[config.mk]
export PLATFORM = sky130hd
export DESIGN_NAME = cpu_boot_ctrl_flat
export DESIGN_NICKNAME = d
export VERILOG_FILES = /design/src/rtl/cpu_boot_ctrl_if.sv /design/src/rtl/cpu_boot_ctrl.sv /design/src/flat_wrapper.sv
export SDC_FILE = /design/constraint.sdc
export NUM_CORES = 1
export LEC_CHECK = 0
export CAP_MARGIN = 10
export CORE_AREA = 2 2 190 192
export DETAILED_ROUTE_END_ITERATION = 16
export DIE_AREA = 0 0 192 194
export GPL_TIMING_DRIVEN = 0
export PLACE_DENSITY_LB_ADDON = 0.3
export SYNTH_ARGS = -nofsm -noshare
export SYNTH_HDL_FRONTEND = slang
export SYNTH_SLANG_ARGS = --single-unit
[constraint.sdc]
create_clock -name clk -period 7.5 [get_ports clk]
set_input_delay 1.5 -clock clk [delete_from_list [all_inputs] [get_ports clk]]
set_output_delay 1.5 -clock clk [all_outputs]
set_load 0.03 [all_outputs]
[src/rtl/cpu_boot_ctrl_if.sv]
// Host/memory-side bundle of the boot sequencer: host control and streams plus the cpu's external memory ports.
interface cpu_boot_ctrl_if #(
  parameter int IMEM_ADDR_W = 9,
  parameter int DMEM_ADDR_W = 10,
  parameter int RUN_W       = 32
);
  logic                   start;
  logic [IMEM_ADDR_W:0]   imem_len;
  logic [DMEM_ADDR_W:0]   dmem_len;
  logic [RUN_W-1:0]       run_cycles;
  logic [DMEM_ADDR_W:0]   dump_len;
  logic                   in_valid;
  logic                   in_ready;
  logic [63:0]            in_data;
  logic                   out_valid;
  logic                   out_ready;
  logic [63:0]            out_data;
  logic                   cpu_enable;
  logic [63:0]            addr_ext;
  logic                   wen_ext;
  logic                   ren_ext;
  logic [31:0]            wdata_ext;
  logic [63:0]            addr_ext_2;
  logic                   wen_ext_2;
  logic                   ren_ext_2;
  logic [63:0]            wdata_ext_2;
  logic [63:0]            rdata_ext_2;
  logic                   busy;
  logic                   done;

  modport master (
    output start, imem_len, dmem_len, run_cycles, dump_len,
    output in_valid, in_data, out_ready, rdata_ext_2,
    input  in_ready, out_valid, out_data, cpu_enable,
    input  addr_ext, wen_ext, ren_ext, wdata_ext,
    input  addr_ext_2, wen_ext_2, ren_ext_2, wdata_ext_2,
    input  busy, done
  );

  modport slave (
    input  start, imem_len, dmem_len, run_cycles, dump_len,
    input  in_valid, in_data, out_ready, rdata_ext_2,
    output in_ready, out_valid, out_data, cpu_enable,
    output addr_ext, wen_ext, ren_ext, wdata_ext,
    output addr_ext_2, wen_ext_2, ren_ext_2, wdata_ext_2,
    output busy, done
  );
endinterface

[src/rtl/cpu_boot_ctrl.sv]
// Boot sequencer: load imem, load dmem, run the cpu, dump a dmem window to the host.
// Optional build macro DUMP_CHECKSUM_EN appends an XOR checksum beat to the dump stream.
module cpu_boot_ctrl #(
  parameter int IMEM_ADDR_W = 9,
  parameter int DMEM_ADDR_W = 10,
  parameter int RUN_W       = 32
) (
  input logic             clk,
  input logic             arst,
  cpu_boot_ctrl_if.slave  host_if
);
  localparam int CNT_W = ((IMEM_ADDR_W > DMEM_ADDR_W) ? IMEM_ADDR_W : DMEM_ADDR_W) + 1;

  typedef enum logic [3:0] {
    S_IDLE,
    S_LOAD_I,
    S_LOAD_D,
    S_RUN,
    S_DUMP_RD,
    S_DUMP_CAP,
    S_DUMP_OUT,
`ifdef DUMP_CHECKSUM_EN
    S_DUMP_SUM,
`endif
    S_DONE
  } state_t;

  state_t                 state_q, state_d;
  logic [IMEM_ADDR_W:0]   imem_len_q, imem_len_d;
  logic [DMEM_ADDR_W:0]   dmem_len_q, dmem_len_d;
  logic [RUN_W-1:0]       run_q, run_d;
  logic [DMEM_ADDR_W:0]   dump_len_q, dump_len_d;
  logic [CNT_W-1:0]       cnt_q, cnt_d;
  logic [RUN_W-1:0]       run_cnt_q, run_cnt_d;
  logic [63:0]            data_q, data_d;
  logic                   cpu_en_q;
`ifdef DUMP_CHECKSUM_EN
  logic [63:0]            csum_q, csum_d;
`endif

  logic [CNT_W-1:0]       cnt_inc;
  logic                   imem_last, dmem_last, dump_last, run_last;

  // Skipping rule: each helper returns the first stage at or after its own with a nonzero length.
  function automatic state_t dump_entry(input logic [DMEM_ADDR_W:0] dpl);
`ifdef DUMP_CHECKSUM_EN
    return (dpl != '0) ? S_DUMP_RD : S_DUMP_SUM;
`else
    return (dpl != '0) ? S_DUMP_RD : S_DONE;
`endif
  endfunction

  function automatic state_t from_run(input logic [RUN_W-1:0] rc,
                                      input logic [DMEM_ADDR_W:0] dpl);
    return (rc != '0) ? S_RUN : dump_entry(dpl);
  endfunction

  function automatic state_t from_load_d(input logic [DMEM_ADDR_W:0] dl,
                                         input logic [RUN_W-1:0] rc,
                                         input logic [DMEM_ADDR_W:0] dpl);
    return (dl != '0) ? S_LOAD_D : from_run(rc, dpl);
  endfunction

  function automatic state_t from_load_i(input logic [IMEM_ADDR_W:0] il,
                                         input logic [DMEM_ADDR_W:0] dl,
                                         input logic [RUN_W-1:0] rc,
                                         input logic [DMEM_ADDR_W:0] dpl);
    return (il != '0) ? S_LOAD_I : from_load_d(dl, rc, dpl);
  endfunction

  assign cnt_inc   = cnt_q + CNT_W'(1);
  assign imem_last = (cnt_inc == CNT_W'(imem_len_q));
  assign dmem_last = (cnt_inc == CNT_W'(dmem_len_q));
  assign dump_last = (cnt_inc == CNT_W'(dump_len_q));
  assign run_last  = (run_cnt_q == (run_q - RUN_W'(1)));

  always_comb begin
    state_d     = state_q;
    imem_len_d  = imem_len_q;
    dmem_len_d  = dmem_len_q;
    run_d       = run_q;
    dump_len_d  = dump_len_q;
    cnt_d       = cnt_q;
    run_cnt_d   = run_cnt_q;
    data_d      = data_q;
`ifdef DUMP_CHECKSUM_EN
    csum_d      = csum_q;
`endif
    host_if.in_ready    = 1'b0;
    host_if.wen_ext     = 1'b0;
    host_if.addr_ext    = '0;
    host_if.wdata_ext   = '0;
    host_if.wen_ext_2   = 1'b0;
    host_if.ren_ext_2   = 1'b0;
    host_if.addr_ext_2  = '0;
    host_if.wdata_ext_2 = '0;
    host_if.out_valid   = 1'b0;
    host_if.out_data    = data_q;

    case (state_q)
      S_IDLE, S_DONE: begin
        if (host_if.start) begin
          imem_len_d = host_if.imem_len;
          dmem_len_d = host_if.dmem_len;
          run_d      = host_if.run_cycles;
          dump_len_d = host_if.dump_len;
          cnt_d      = '0;
          run_cnt_d  = '0;
`ifdef DUMP_CHECKSUM_EN
          csum_d     = '0;
`endif
          state_d    = from_load_i(host_if.imem_len, host_if.dmem_len,
                                   host_if.run_cycles, host_if.dump_len);
        end
      end

      S_LOAD_I: begin
        host_if.in_ready = 1'b1;
        if (host_if.in_valid) begin
          host_if.wen_ext   = 1'b1;
          host_if.addr_ext  = 64'({cnt_q[IMEM_ADDR_W-1:0], 2'b00});
          host_if.wdata_ext = host_if.in_data[31:0];
          if (imem_last) begin
            cnt_d   = '0;
            state_d = from_load_d(dmem_len_q, run_q, dump_len_q);
          end else begin
            cnt_d = cnt_inc;
          end
        end
      end

      S_LOAD_D: begin
        host_if.in_ready = 1'b1;
        if (host_if.in_valid) begin
          host_if.wen_ext_2   = 1'b1;
          host_if.addr_ext_2  = 64'({cnt_q[DMEM_ADDR_W-1:0], 3'b000});
          host_if.wdata_ext_2 = host_if.in_data;
          if (dmem_last) begin
            cnt_d   = '0;
            state_d = from_run(run_q, dump_len_q);
          end else begin
            cnt_d = cnt_inc;
          end
        end
      end

      S_RUN: begin
        if (run_last) begin
          run_cnt_d = '0;
          state_d   = dump_entry(dump_len_q);
        end else begin
          run_cnt_d = run_cnt_q + RUN_W'(1);
        end
      end

      S_DUMP_RD: begin
        host_if.ren_ext_2  = 1'b1;
        host_if.addr_ext_2 = 64'({cnt_q[DMEM_ADDR_W-1:0], 3'b000});
        state_d            = S_DUMP_CAP;
      end

      // Memory read data is valid in this cycle; hold it for the host handshake.
      S_DUMP_CAP: begin
        data_d  = host_if.rdata_ext_2;
        state_d = S_DUMP_OUT;
      end

      S_DUMP_OUT: begin
        host_if.out_valid = 1'b1;
        if (host_if.out_ready) begin
`ifdef DUMP_CHECKSUM_EN
          csum_d = csum_q ^ data_q;
`endif
          if (dump_last) begin
            cnt_d = '0;
`ifdef DUMP_CHECKSUM_EN
            state_d = S_DUMP_SUM;
`else
            state_d = S_DONE;
`endif
          end else begin
            cnt_d   = cnt_inc;
            state_d = S_DUMP_RD;
          end
        end
      end

`ifdef DUMP_CHECKSUM_EN
      S_DUMP_SUM: begin
        host_if.out_valid = 1'b1;
        host_if.out_data  = csum_q;
        if (host_if.out_ready) begin
          state_d = S_DONE;
        end
      end
`endif

      default: state_d = S_IDLE;
    endcase
  end

  assign host_if.ren_ext    = 1'b0;
  assign host_if.cpu_enable = cpu_en_q;
  assign host_if.busy       = (state_q != S_IDLE) && (state_q != S_DONE);
  assign host_if.done       = (state_q == S_DONE);

  // cpu_enable is registered from the next state so it is high exactly while in RUN.
  always_ff @(posedge clk or posedge arst) begin
    if (arst) begin
      state_q    <= S_IDLE;
      imem_len_q <= '0;
      dmem_len_q <= '0;
      run_q      <= '0;
      dump_len_q <= '0;
      cnt_q      <= '0;
      run_cnt_q  <= '0;
      data_q     <= '0;
      cpu_en_q   <= 1'b0;
`ifdef DUMP_CHECKSUM_EN
      csum_q     <= '0;
`endif
    end else begin
      state_q    <= state_d;
      imem_len_q <= imem_len_d;
      dmem_len_q <= dmem_len_d;
      run_q      <= run_d;
      dump_len_q <= dump_len_d;
      cnt_q      <= cnt_d;
      run_cnt_q  <= run_cnt_d;
      data_q     <= data_d;
      cpu_en_q   <= (state_d == S_RUN);
`ifdef DUMP_CHECKSUM_EN
      csum_q     <= csum_d;
`endif
    end
  end
endmodule
[src/flat_wrapper.sv]
// flat-port wrapper written by rule: the top's interface ports become plain ports
module cpu_boot_ctrl_flat 
#(
  parameter int IMEM_ADDR_W = 9,
  parameter int DMEM_ADDR_W = 10,
  parameter int RUN_W       = 32
)
  (clk, arst, host_if_start, host_if_imem_len, host_if_dmem_len, host_if_run_cycles, host_if_dump_len, host_if_in_valid, host_if_in_data, host_if_out_ready, host_if_rdata_ext_2, host_if_in_ready, host_if_out_valid, host_if_out_data, host_if_cpu_enable, host_if_addr_ext, host_if_wen_ext, host_if_ren_ext, host_if_wdata_ext, host_if_addr_ext_2, host_if_wen_ext_2, host_if_ren_ext_2, host_if_wdata_ext_2, host_if_busy, host_if_done);
  cpu_boot_ctrl_if #(.IMEM_ADDR_W(IMEM_ADDR_W), .DMEM_ADDR_W(DMEM_ADDR_W), .RUN_W(RUN_W)) host_if_i ();
  input logic clk;
  input logic arst;
  input wire logic [$bits(host_if_i.start)-1:0] host_if_start;
  input wire logic [$bits(host_if_i.imem_len)-1:0] host_if_imem_len;
  input wire logic [$bits(host_if_i.dmem_len)-1:0] host_if_dmem_len;
  input wire logic [$bits(host_if_i.run_cycles)-1:0] host_if_run_cycles;
  input wire logic [$bits(host_if_i.dump_len)-1:0] host_if_dump_len;
  input wire logic [$bits(host_if_i.in_valid)-1:0] host_if_in_valid;
  input wire logic [$bits(host_if_i.in_data)-1:0] host_if_in_data;
  input wire logic [$bits(host_if_i.out_ready)-1:0] host_if_out_ready;
  input wire logic [$bits(host_if_i.rdata_ext_2)-1:0] host_if_rdata_ext_2;
  output wire logic [$bits(host_if_i.in_ready)-1:0] host_if_in_ready;
  output wire logic [$bits(host_if_i.out_valid)-1:0] host_if_out_valid;
  output wire logic [$bits(host_if_i.out_data)-1:0] host_if_out_data;
  output wire logic [$bits(host_if_i.cpu_enable)-1:0] host_if_cpu_enable;
  output wire logic [$bits(host_if_i.addr_ext)-1:0] host_if_addr_ext;
  output wire logic [$bits(host_if_i.wen_ext)-1:0] host_if_wen_ext;
  output wire logic [$bits(host_if_i.ren_ext)-1:0] host_if_ren_ext;
  output wire logic [$bits(host_if_i.wdata_ext)-1:0] host_if_wdata_ext;
  output wire logic [$bits(host_if_i.addr_ext_2)-1:0] host_if_addr_ext_2;
  output wire logic [$bits(host_if_i.wen_ext_2)-1:0] host_if_wen_ext_2;
  output wire logic [$bits(host_if_i.ren_ext_2)-1:0] host_if_ren_ext_2;
  output wire logic [$bits(host_if_i.wdata_ext_2)-1:0] host_if_wdata_ext_2;
  output wire logic [$bits(host_if_i.busy)-1:0] host_if_busy;
  output wire logic [$bits(host_if_i.done)-1:0] host_if_done;
  assign host_if_i.start = host_if_start;
  assign host_if_i.imem_len = host_if_imem_len;
  assign host_if_i.dmem_len = host_if_dmem_len;
  assign host_if_i.run_cycles = host_if_run_cycles;
  assign host_if_i.dump_len = host_if_dump_len;
  assign host_if_i.in_valid = host_if_in_valid;
  assign host_if_i.in_data = host_if_in_data;
  assign host_if_i.out_ready = host_if_out_ready;
  assign host_if_i.rdata_ext_2 = host_if_rdata_ext_2;
  assign host_if_in_ready = host_if_i.in_ready;
  assign host_if_out_valid = host_if_i.out_valid;
  assign host_if_out_data = host_if_i.out_data;
  assign host_if_cpu_enable = host_if_i.cpu_enable;
  assign host_if_addr_ext = host_if_i.addr_ext;
  assign host_if_wen_ext = host_if_i.wen_ext;
  assign host_if_ren_ext = host_if_i.ren_ext;
  assign host_if_wdata_ext = host_if_i.wdata_ext;
  assign host_if_addr_ext_2 = host_if_i.addr_ext_2;
  assign host_if_wen_ext_2 = host_if_i.wen_ext_2;
  assign host_if_ren_ext_2 = host_if_i.ren_ext_2;
  assign host_if_wdata_ext_2 = host_if_i.wdata_ext_2;
  assign host_if_busy = host_if_i.busy;
  assign host_if_done = host_if_i.done;
  cpu_boot_ctrl #(.IMEM_ADDR_W(IMEM_ADDR_W), .DMEM_ADDR_W(DMEM_ADDR_W), .RUN_W(RUN_W)) u_core (.clk(clk), .arst(arst), .host_if(host_if_i));
endmodule
==> results of run 1 <==
cell usage after synthesis (all sizes together), types with 3 or more instances:
cell,n
nor2,34
inv,16
or4,9
a22o,8
xnor2,43
or2,5
a41oi,6
nand2b,24
nor4,43
o21a,5
nor2b,11
a21oi,32
o21ai,19
o31ai,3
nand3,23
a31oi,39
ha,3
xnor3,9
mux2,130
o211ai,3
or3,10
xor2,25
a311o,3
dfrtp,176
nor3b,4
buf,120
nor3,25
and3,19
and2,106
nand4,12
a21o,4
nand3b,4
o21bai,3
nand2,56
clkbuf,53
final cells by class:
class,instances,area (um^2),share of cell area (%)
antenna,2,5.005,0.03018
buffer,173,1089,6.563
clock buffer,23,478.0,2.882
clock inverter,5,82.58,0.4979
inverter,16,67.56,0.4074
multi-input combinational,869,6022,36.31
sequential,176,4404,26.55
tap,461,576.8,3.478
timing repair buffer,384,3861,23.28
placed cells by master (no fill, tap or decap), types with 11 or more instances in the layout:
master,count
nor3_1,25
xnor2_1,43
a31oi_1,39
buf_4,110
inv_1,15
clkbuf_16,17
and2_1,106
clkbuf_1,56
nand2b_1,24
nand2_1,56
o21ai_0,17
nor2b_1,11
conb_1,111
a21oi_1,31
mux2_2,130
and3_1,19
clkdlybuf4s50_1,383
dfrtp_1,176
nand4_1,12
nand3_1,23
nor2_1,34
nor4_1,43
xor2_1,25
final timing paths:
kind	start	to	slack (ps)	depth (start not counted)
hold reg to reg	u_core.host_if.out_data[16]	u_core.host_if.out_data[16]	510	1
max in group asynchronous	arst	u_core.run_cnt_q[21]	5090	3
setup / recovery	host_if_out_ready	host_if_addr_ext_2[9]	1240	8
hold / removal	u_core.host_if.out_data[16]	u_core.host_if.out_data[16]	510	1
min in group asynchronous	arst	u_core.host_if.out_data[60]	1540	2
setup reg to reg	u_core.cnt_q[1]	u_core.cnt_q[5]	3010	11
metal layers:
metal | track usage [%] | wire, um | up-vias
li1 | - | - | 4797
met1 | 27.73 | 17470 | 4949
met2 | 40.34 | 21550 | 428
met3 | 6.697 | 3551 | 38
met4 | 4.665 | 614 | 6
met5 | 0 | 36 | -
cells by family (layout without fill, tap and decap cells):
logic type | after synthesis | after routing | synth area share, %
buffers and inverters | 189 | 601 | 10.29
DFF | 176 | 176 | 39.46
AOI/OAI and AO/OA | 150 | 150 | 9.147
adders and majority gates | 4 | 4 | 0.4260
xor gates and xnor gates | 78 | 78 | 7.365
and+or+nand+nor | 394 | 394 | 19.99
muxes | 132 | 132 | 13.29
other | 1 | 113 | 0.03360
registers in the layout, summed over array words and instances, names as in the netlist:
name                       cells
u_core.host_if.out_data       64
u_core.run_cnt_q              32
u_core.run_q                  32
u_core.cnt_q                  11
u_core.dmem_len_q             11
u_core.dump_len_q             11
u_core.imem_len_q             10
u_core.state_q                 4
u_core.host_if.cpu_enable      1
metrics by stage:
step	util (%)	total power [mW]	TNS, ps
finish	47.09	3.088	0
global route	47.07	3.249	0
CTS	47.07	3.097	0
detailed placement	45.48	2.210	0
global placement	45.38	2.184	-231600
floorplan	-	1.892	0
power by group through the flow:
| stage | registers, mW | logic [mW] | clock network [mW] |
|---|---|---|---|
| after floorplan | 1.26 | 0.636 | 0 |
| after global placement | 1.29 | 0.894 | 0 |
| after detailed placement | 1.30 | 0.915 | 0 |
| after CTS | 1.28 | 0.921 | 0.896 |
| after global routing | 1.30 | 1.01 | 0.939 |
| final | 1.28 | 0.923 | 0.881 |
worst reg2reg max path: stages (launching register included):
cell and delay [ps]:
dfrtp_1 460, ha_1 190, clkbuf_1 330, nand2_1 180, nor4_1 740, xnor3_1 240
o21ai_0 100, nor4b_1 890, o221ai_1 540, clkbuf_1 360, a21oi_1 240, a31oi_1 60
==> reports/results.ini, run 1 <==
[timing]
grt_setup_unrepaired=no
period_needed_ps=6265
slew_headroom_pct=20.11
fin_ws_ps=1236
hold_viol_final=0
fin_hold_ws_ps=507.9
timing.final.crit_share_pct=83.53
drv_slew=0
worst_pin_slew_ps=1187
setup_viol=0
fin_skew_ps=5.379
fmax_ghz=0.1596

[power_and_ir_drop]
power.density_mw_per_mm2=186.2
pwr-share-seq_pct=41.6
combinationalPowerShare_pct=29.9
p_sw_mw=1.012
irDropWorstVdd_mv=0.1605
switching_share_pct=32.77
power.internal_mw=2.076
power.share.clock_pct=28.5
power.leakage_nw=7.009

[floorplan]
initial_core_util_pct=31.69
top_level_ports=494
num_rows=69
die_w_um=192
die_area_mm2=0.03725
fp.coreArea_mm2=0.03522
die_h_um=194

[setup_path]
cp_data_arrival_time_ps=4760
slowest_delay_ps=870
worstPathRequired_ps=6000
cp_top_family=simple AND/OR/NAND/NOR gates
critical_path.slowest_cell=nor2_1
crit_fanout=10
crit_type=in2out
path_buf_inv=3
cp-end-kind=primary output
critPathLaunchType=input port
path_cells=clkdlybuf4s50_1 -> or3_1 -> o221a_2 -> and3_1 -> clkbuf_1 -> nor2_1 -> nor2_1 -> clkdlybuf4s50_1

[drt]
post_drt_wl_per_cell_um=20.50
num_vias=10220
wl_um=43220
firstDrtPassIters=5
drcViolationCount=0
drt.antenna.violating_nets=0
dr.first_iter.drc_count=653
via_per_inst=4.845

[final_layout]
design_area_mm2=0.01659
syn_to_final_growth_pct=48.59
stdcell_count=2109
fin_nets=1837
fillers=3367
drive_gt1_share_pct=17.19

[clock_tree]
clock_sinks=176
cts_tree=done
worstSkewPairLatency_ps=430
path_clk_slew_ps=60
clockBufferDepth=2
numCtsBuffers=17
postCtsResizedCells=0
cts_setup_buffers=0
root_buffer=clkbuf_16
cts_hold_buf=0
htree_levels=4

[synth]
synthFlopType=dfrtp_1
ys_types=71
ys_top_cells_by_area=dfrtp_1, mux2_2, buf_4, and2_1, xnor2_1
yosysTopAreaCellShare_pct=39.46
synthCells=1124
synth_edf_count=0
async_flop_share_pct=100.0
yosysSeqAreaShare_pct=39.46
syn_area_per_cell_um2=9.931
ys_seq_elements=176
syn_area_mm2=0.01116
yosysTopAreaCell=dfrtp_1
yosysWarningCount=0

[worst_hold_path]
worstHoldPathType=reg2reg

[placement]
post-place-ws_ps=1170
hpwl_um=34980
dp.cells=2079
place_area_mm2=0.01602
io_buffer_count=383
globalplace.congestion=0.9045

[grt]
grt_max_degree=92
grt_pass1_vias=10210
overflow=0
grt_first_pass_wirelength_um=64580
antenna_found_initial=6
gr-usage-all-layers_pct=22.95

[job]
drv_cap=0

[status]
status=finished clean

Note: power is estimated with default switching activity, not from simulation.
==> run 2: changes to the inputs <==
clock period = 6.5 ns   (was 7.5 ns; I/O delays follow)
==> results of run 2 <==
The final DEF is identical to that of run 1. Status: finished clean.
Among the figures that moved: setup slack after placement 1170 ps -> 570.4 ps; setup slack after layout 1236 ps -> 635.5 ps; register-to-register setup slack 3010 ps -> 2010 ps; total power 3.088 mW -> 3.563 mW; worst IR drop on VDD 0.1605 mV -> 0.1852 mV
